<file path="config.mk">
export PLATFORM = sky130hd
export DESIGN_NAME = hazard_unit
export DESIGN_NICKNAME = d
export VERILOG_FILES = /design/src/rtl/forwarding_pkg.sv /design/src/rtl/hazard_unit.sv
export SDC_FILE = /design/constraint.sdc
export NUM_CORES = 1
export LEC_CHECK = 0
export BUFFER_PORTS_ARGS = -buffer_cell sky130_fd_sc_hd__buf_2
export CAP_MARGIN = 10
export CELL_PAD_IN_SITES_DETAIL_PLACEMENT = 1
export CELL_PAD_IN_SITES_GLOBAL_PLACEMENT = 2
export CORE_MARGIN = 2
export CORE_UTILIZATION = 33
export DETAILED_ROUTE_END_ITERATION = 6
export PLACE_DENSITY_LB_ADDON = 0.1
export SYNTH_ARGS = -nofsm -noshare
export SYNTH_HDL_FRONTEND = slang
export SYNTH_SLANG_ARGS = --single-unit
</file>
<file path="constraint.sdc">
create_clock -name clock -period 3.3 [get_ports clock]
set_input_delay 0.33 -clock clock [delete_from_list [all_inputs] [get_ports clock]]
set_output_delay 0.33 -clock clock [all_outputs]
set_load 0.1 [all_outputs]
</file>
<file path="src/rtl/forwarding_pkg.sv">
// Operand-class encoding shared by the forwarding and hazard units.
package forwarding_pkg;

    typedef enum logic [1:0] {
        NoForward,
        ForwardExecute,
        ForwardDecode
    } forwarding_type_t;

endpackage

</file>
<file path="src/rtl/hazard_unit.sv">
// Pipeline hazard controller: load-use stalls, data-memory wait FSM with timeout,
// control-redirect flushes (deferred across a memory wait) and a stall counter.
module hazard_unit
    import forwarding_pkg::*;
#(
    parameter int unsigned N       = 5,
    parameter int unsigned TIMEOUT = 255,
    parameter int unsigned CNT_W   = 32
) (
    input  logic                   clock,
    input  logic                   reset,
    input  forwarding_type_t       forwarding_type_id,
    input  forwarding_type_t       forwarding_type_ex,
    input  logic [N-1:0]           rs1_id,
    input  logic [N-1:0]           rs2_id,
    input  logic [N-1:0]           rd_ex,
    input  logic [N-1:0]           rd_mem,
    input  logic                   reg_we_ex,
    input  logic                   reg_we_mem,
    input  logic                   mem_rd_ex,
    input  logic                   mem_rd_mem,
    input  logic                   mem_req_mem,
    input  logic                   mem_ack,
    input  logic                   flush_req_ex,
    output logic                   stall_if,
    output logic                   stall_id,
    output logic                   stall_ex,
    output logic                   stall_mem,
    output logic                   flush_if,
    output logic                   flush_id,
    output logic                   bubble_ex,
    output logic                   bubble_wb,
    output logic                   mem_fault,
    output logic [CNT_W-1:0]       stall_count
);

    localparam logic [7:0] TimeoutCnt = 8'(TIMEOUT);

    typedef enum logic [1:0] {StIdle, StMemWait, StDrain} state_t;

    state_t             state_q, state_d;
    logic [7:0]         wait_cnt_q, wait_cnt_d;
    logic               pending_flush_q, pending_flush_d;
    logic [CNT_W-1:0]   stall_count_q, stall_count_d;

    logic lu, lu_a, lu_b, ms, timeout_hit, leave_wait;

    // EX-stage class is carried for symmetry with the forwarding unit only.
    logic unused_fwd_ex;
    assign unused_fwd_ex = ^forwarding_type_ex;

    function automatic logic reg_match(input logic [N-1:0] rd, input logic [N-1:0] rs);
        return (rd != '0) && (rd == rs);
    endfunction

    assign lu_a = mem_rd_ex && reg_we_ex && forwarding_type_id != NoForward &&
                  (reg_match(rd_ex, rs1_id) || reg_match(rd_ex, rs2_id));
    // Branch operands are needed in ID, so a load still in MEM cannot be forwarded yet.
    assign lu_b = forwarding_type_id == ForwardDecode && mem_rd_mem && reg_we_mem &&
                  (reg_match(rd_mem, rs1_id) || reg_match(rd_mem, rs2_id));
    assign lu   = lu_a || lu_b;

    assign ms          = mem_req_mem && !mem_ack && state_q != StDrain;
    assign timeout_hit = wait_cnt_q == TimeoutCnt;
    assign leave_wait  = mem_ack || timeout_hit;

    always_ff @(posedge clock or negedge reset) begin
        if (!reset) begin
            state_q         <= StIdle;
            wait_cnt_q      <= '0;
            pending_flush_q <= 1'b0;
            stall_count_q   <= '0;
        end else begin
            state_q         <= state_d;
            wait_cnt_q      <= wait_cnt_d;
            pending_flush_q <= pending_flush_d;
            stall_count_q   <= stall_count_d;
        end
    end

    always_comb begin
        state_d         = state_q;
        wait_cnt_d      = wait_cnt_q;
        pending_flush_d = pending_flush_q;
        case (state_q)
            StIdle: begin
                if (ms) begin
                    state_d    = StMemWait;
                    wait_cnt_d = 8'd1;
                end
            end
            StMemWait: begin
                pending_flush_d = pending_flush_q || flush_req_ex;
                if (leave_wait) begin
                    state_d    = (pending_flush_q || flush_req_ex) ? StDrain : StIdle;
                    wait_cnt_d = '0;
                end else begin
                    wait_cnt_d = wait_cnt_q + 8'd1;
                end
            end
            StDrain: begin
                pending_flush_d = 1'b0;
                state_d         = StIdle;
            end
            default: state_d = StIdle;
        endcase
    end

    always_comb begin
        stall_if  = 1'b0;
        stall_id  = 1'b0;
        stall_ex  = 1'b0;
        stall_mem = 1'b0;
        flush_if  = 1'b0;
        flush_id  = 1'b0;
        bubble_ex = 1'b0;
        bubble_wb = 1'b0;
        mem_fault = 1'b0;
        if (reset) begin
            case (state_q)
                StIdle: begin
                    if (ms) begin
                        {stall_if, stall_id, stall_ex, stall_mem, bubble_wb} = '1;
                    end else if (flush_req_ex) begin
                        {flush_if, flush_id, bubble_ex} = '1;
                    end else if (lu) begin
                        {stall_if, stall_id, bubble_ex} = '1;
                    end
                end
                StMemWait: begin
                    if (mem_ack) begin
                        // Stalls release in the ack cycle; nothing else issued here.
                    end else if (timeout_hit) begin
                        {stall_if, stall_id, stall_ex} = '1;
                        {bubble_wb, mem_fault}         = '1;
                    end else begin
                        {stall_if, stall_id, stall_ex, stall_mem, bubble_wb} = '1;
                    end
                end
                StDrain: begin
                    {flush_if, flush_id, bubble_ex} = '1;
                end
                default: ;
            endcase
        end
    end

    always_comb begin
        stall_count_d = stall_count_q;
        if (stall_if && stall_count_q != '1) begin
            stall_count_d = stall_count_q + 1'b1;
        end
    end

    assign stall_count = stall_count_q;

endmodule

</file>
### Word-level counts from Yosys, hierarchy flattened

Cells that the tools add are included.

* register bits: 43
* bits in latches: 0
* RAM bits: 0
* ROM bits: 0
* input port bits: 33
* output and inout bits: 41
* memories: 0

* add/sub/neg operators: 2
* multipliers: 0
* div/mod/pow operators: 0
* $lt $le $gt $ge: 0
* equality and inequality tests: 12
* shift operators: 0
* multiplexer cells: 33
* bitwise logic cells: 0
* reductions and logical operators: 27

Operators by type and width (count)
* $add 32x1->32 const B: 1
* $ne 32x32->1 const B: 1
* $eq 5x5->1: 4
* $mux 1: 20
* $mux 8: 2
* $pmux 8 s2: 1
* $logic_and 1x1->1: 13
* $pmux 1 s2: 6
* $reduce_bool 5->1: 2
* $add 8x1->8 const B: 1
* $eq 8x8->1 const B: 1
* $mux 2: 3
* $ne 2x2->1 const B: 3
* $reduce_bool 2->1: 3
* $logic_or 1x1->1: 5
* $eq 2x2->1 const B: 2
* $pmux 2 s2: 1
* $reduce_and 2->1: 2
* $eq 2x1->1 const B: 1
* $logic_not 2->1: 1
* $logic_not 1->1: 1

### Longest topological paths before layout

* word-level depth: 11
* mapped depth: 9
* gate-level depth less buffers: 8

### Worst setup path before layout

No wires, ideal clock.

* kind: reg2out
* start point: register state_q[0]
* end point: output stall_if
* data arrival time: 4.137 ns
* setup slack: -1.167 ns
* cell stages (with the launch flop): 8
* cell sequence: dfrtp_1 > inv_1 > ha_1 > a31oi_1 > nor3_1 > a41o_1 > buf_2 > buf_4

* cells in the longest elaborated chain, start to end: 5
* elaborated cells on any way between the ends: 7

Ends and longest elaborated chain
* start: declaration: RTL line hazard_unit.sv:41 `state_t state_q, state_d;`
* start signal: assignment: RTL line hazard_unit.sv:69 `state_q <= StIdle;`
* start signal: assignment: RTL line hazard_unit.sv:74 `state_q <= state_d;`
* $ne 2x2->1: RTL line hazard_unit.sv:63 `assign ms = mem_req_mem && !mem_ack && state_q != StDrain;`
* $logic_and 1x1->1: RTL line hazard_unit.sv:63
* $mux 1
* $pmux 1 s2 (*)
* $mux 1 (*)
* end: declaration: RTL line hazard_unit.sv:25 `output logic stall_if,`

Mark *: on every way between the ends. The rest lies on a longest branch, timed or not.

### Final worst setup path

* start point: register wait_cnt_q[0]
* end point: output stall_mem

* cells in the longest elaborated chain, start to end: 5

Ends and longest elaborated chain
* start: declaration: RTL line hazard_unit.sv:42 `logic [7:0] wait_cnt_q, wait_cnt_d;`
* start signal: assignment: RTL line hazard_unit.sv:75 `wait_cnt_q <= wait_cnt_d;`
* $eq 8x8->1: RTL line hazard_unit.sv:64 `assign timeout_hit = wait_cnt_q == TimeoutCnt;`
* $mux 1: RTL line hazard_unit.sv:133 `end else if (timeout_hit) begin`
* $mux 1: RTL line hazard_unit.sv:131 `if (mem_ack) begin`
* $pmux 1 s2: RTL line hazard_unit.sv:120 `case (state_q)`
* $mux 1: RTL line hazard_unit.sv:119 `if (reset) begin`
* end: declaration: RTL line hazard_unit.sv:28 `output logic stall_mem,`

Every way passes these cells.

==> impl_metrics.tcl <==
set metrics [dict create \
    end_kind "output pin" \
    worst_ep_arrival_time_ns 2.50 \
    clkSinkCount 43 \
    seq_power_share 0.336 \
    hold_viol_final 0 \
    clkLatencyLatePin_ns 0.30 \
    numCtsBuffers 5 \
    overflow 0 \
    switching_share 0.4942 \
    power_frac_clock 0.181 \
    setup_violations 0 \
    final_cells 452 \
    pin_count 74 \
    clk_pin_slew_worst_paths_ns 0.09 \
    ys_warn_count 0 \
    fmax_mhz 352.7 \
    critPathLaunchType "flip-flop" \
    layout_commonest_cell "buf_2" \
    path_class "flip-flop to output pin" \
    antenna_found_initial 0 \
    ir_drop_uv 652.3 \
    setup_ws_ns 0.4650 \
    ant_nets 0 \
    postCtsSetupRepairBufs 0 \
    synth_ff_type "dfrtp_1" \
    core_mm2 0.007687 \
    clock-root-buffer "clkbuf_8" \
    cts_tree "yes" \
    wire_per_inst_um 14.36 \
    place_area_mm2 0.003099 \
    pre_cts_slack_ns 0.7832 \
    slew_violations 0 \
    power_frac_comb 0.483 \
    drv_cap 0 \
    dp_hpwl_um 5010 \
    period_share 0.8591 \
    syn_avg_cell_area_um2 9.441 \
    die_w_um 92.70 \
    drt_iter0_markers 64 \
    drive_gt1_frac 0.2800 \
    internal_power_mw 0.9482 \
    powerDensity_mw_per_mm2 586.8 \
    initial_core_util 0.3377 \
    die_h_um 92.70 \
    relSlewSlack 0.5642 \
    drc_errors 0 \
    skew_ns 0.008793 \
    antenna_cells 0 \
    dp_cells 443 \
    port_buffers 71 \
    finalInstanceArea_mm2 0.003194 \
    wl_um 6489 \
    vias 2214 \
    netSwitchingPower_mw 0.9263 \
    gr-usage-all-layers 0.1615 \
    worstPathRequired_ns 2.97 \
    holdWs_ns 0.3537 \
    final_cell_mix "69 x buf_2, 47 x xnor2_1, 43 x dfrtp_1" \
    synth_edf_count 0 \
    tns_ns 0 \
    cts_resized 0 \
    dieArea_mm2 0.008593 \
    grt_start_max_net_pins 28 \
    status "completed" \
    grt_pass1_wl_um 11030 \
    layout_min_cycle_time_ns 2.835 \
    clockBufferDepth 2 \
    synth_cell_types 46 \
    cts_hold_buf 1 \
    nNetsFinal 387 \
    grt_pass1_vias 2238 \
    synth_seq_area_share 0.4145 \
    first_pass_iters 4 \
    synthArstFlopShare 1.000 \
    syn_nets 313 \
    max_slew.worst_pin.slew_ns 0.6468 \
    ys_ff_latch 43 \
    area_growth_pct 23.04 \
    h-tree-depth 2 \
    drt-vias-per-instance 4.898 \
    synthCells 275 \
    grt_setup_unrepaired "false" \
    hold_path.class "primary input to flip-flop" \
    gp_congestion 0.7250 \
    row_count 32 \
    crit_path_max_fanout 8 \
    syn_area_mm2 0.002596 \
    power_leakage_nw 1.536 \
]
==> cell type report <==
cell class	instances	area, um^2
Fill cell	927	4493
Multi-Input combinational cell	214	1450
Sequential cell	43	1076
Timing Repair Buffer	75	417.9
Tap cell	102	127.6
Clock buffer	6	72.57
Inverter	10	37.54
Clock inverter	2	12.51
==> routing by layer <==
metal,part of all wire,vias up,GRT usage
met5,0,-,0
met4,0.010,0,0.04044
met3,0.052,5,0.03987
met2,0.43,56,0.2433
met1,0.50,1045,0.2334
li1,-,1108,-
==> flip-flops by register name, indices dropped and copies added (netlist names) <==
register         cells
pending_flush_q      1
stall_count         32
state_q              2
wait_cnt_q           8
==> power by group through the flow <==
stage               Clock (mW)  Sequential, mW  Combinational, mW
floorplan                    0           0.828              0.521
CTS                      0.356           0.631              0.917
finish                   0.339           0.630              0.905
global route             0.380           0.642              0.978
detailed placement           0           0.641              0.917
global placement             0           0.638              0.905
==> kinds of logic (layout without fill, tap and decap cells) <==
family,Yosys count,after routing,synth area share
compound gates,36,36,0.08290
xor+xnor,49,49,0.1682
simple gates,123,123,0.2723
buf+inv,18,93,0.03229
fa+ha+maj,5,5,0.02410
mux,1,1,0.005781
flops,43,43,0.4145
==> stage by stage <==
| stage | utilization | total power, mW |
|---|---|---|
| after floorplan | - | 1.349 |
| after global placement | 0.4032 | 1.544 |
| after detailed placement | 0.4032 | 1.557 |
| after CTS | 0.4155 | 1.904 |
| after global routing | 0.4155 | 1.999 |
| final | 0.4155 | 1.874 |
==> worst max-delay path, stage by stage (launching register included) <==
cell	delay, ns
dfrtp_1	0.42
ha_1	0.23
and3_1	0.21
and3_1	0.21
and3_1	0.22
nand2b_1	0.29
a21oi_1	0.18
buf_2	0.44
==> synthesized netlist by cell type, types with 2 or more instances <==
cell      number  area [um^2]
xnor2_1       47        411.6
dfrtp_1       43         1076
nand2_1       26        97.59
nand3_1       20        100.1
nor2_1        14        52.55
o21ai_0       14        70.07
and3_1        13        81.33
nand4_1       12        75.07
inv_1         10        37.54
nor3_1        10        50.05
a21oi_1        9        45.04
ha_1           5        62.56
and2_1         4        25.02
buf_2          4        20.02
buf_4          3        22.52
nand2b_1       3        18.77
a31oi_1        2        12.51
and2_4         2        17.52
and4_4         2        22.52
nand4b_1       2        17.52
nor2b_1        2        12.51
nor3_4         2        32.53
nor3b_1        2        15.01
o22ai_1        2        12.51
==> path summary, 6_finish.rpt <==
check	start	endpoint	slack (ns)	cells past startpoint
hold reg to reg	stall_count[27]$_DFFE_PN0P_	stall_count[27]$_DFFE_PN0P_	0.49	1
hold / removal	flush_req_ex	pending_flush_q$_DFFE_PN0P_	0.35	3
setup reg to reg	state_q[0]$_DFFE_PN0P_	wait_cnt_q[7]$_DFFE_PN0P_	1.01	8
min in group asynchronous	reset	state_q[0]$_DFFE_PN0P_	0.52	2
setup / recovery	wait_cnt_q[0]$_DFFE_PN0P_	stall_mem	0.47	7
max in group asynchronous	reset	stall_count[11]$_DFFE_PN0P_	2.03	3
(Power assumes the default switching activity.)
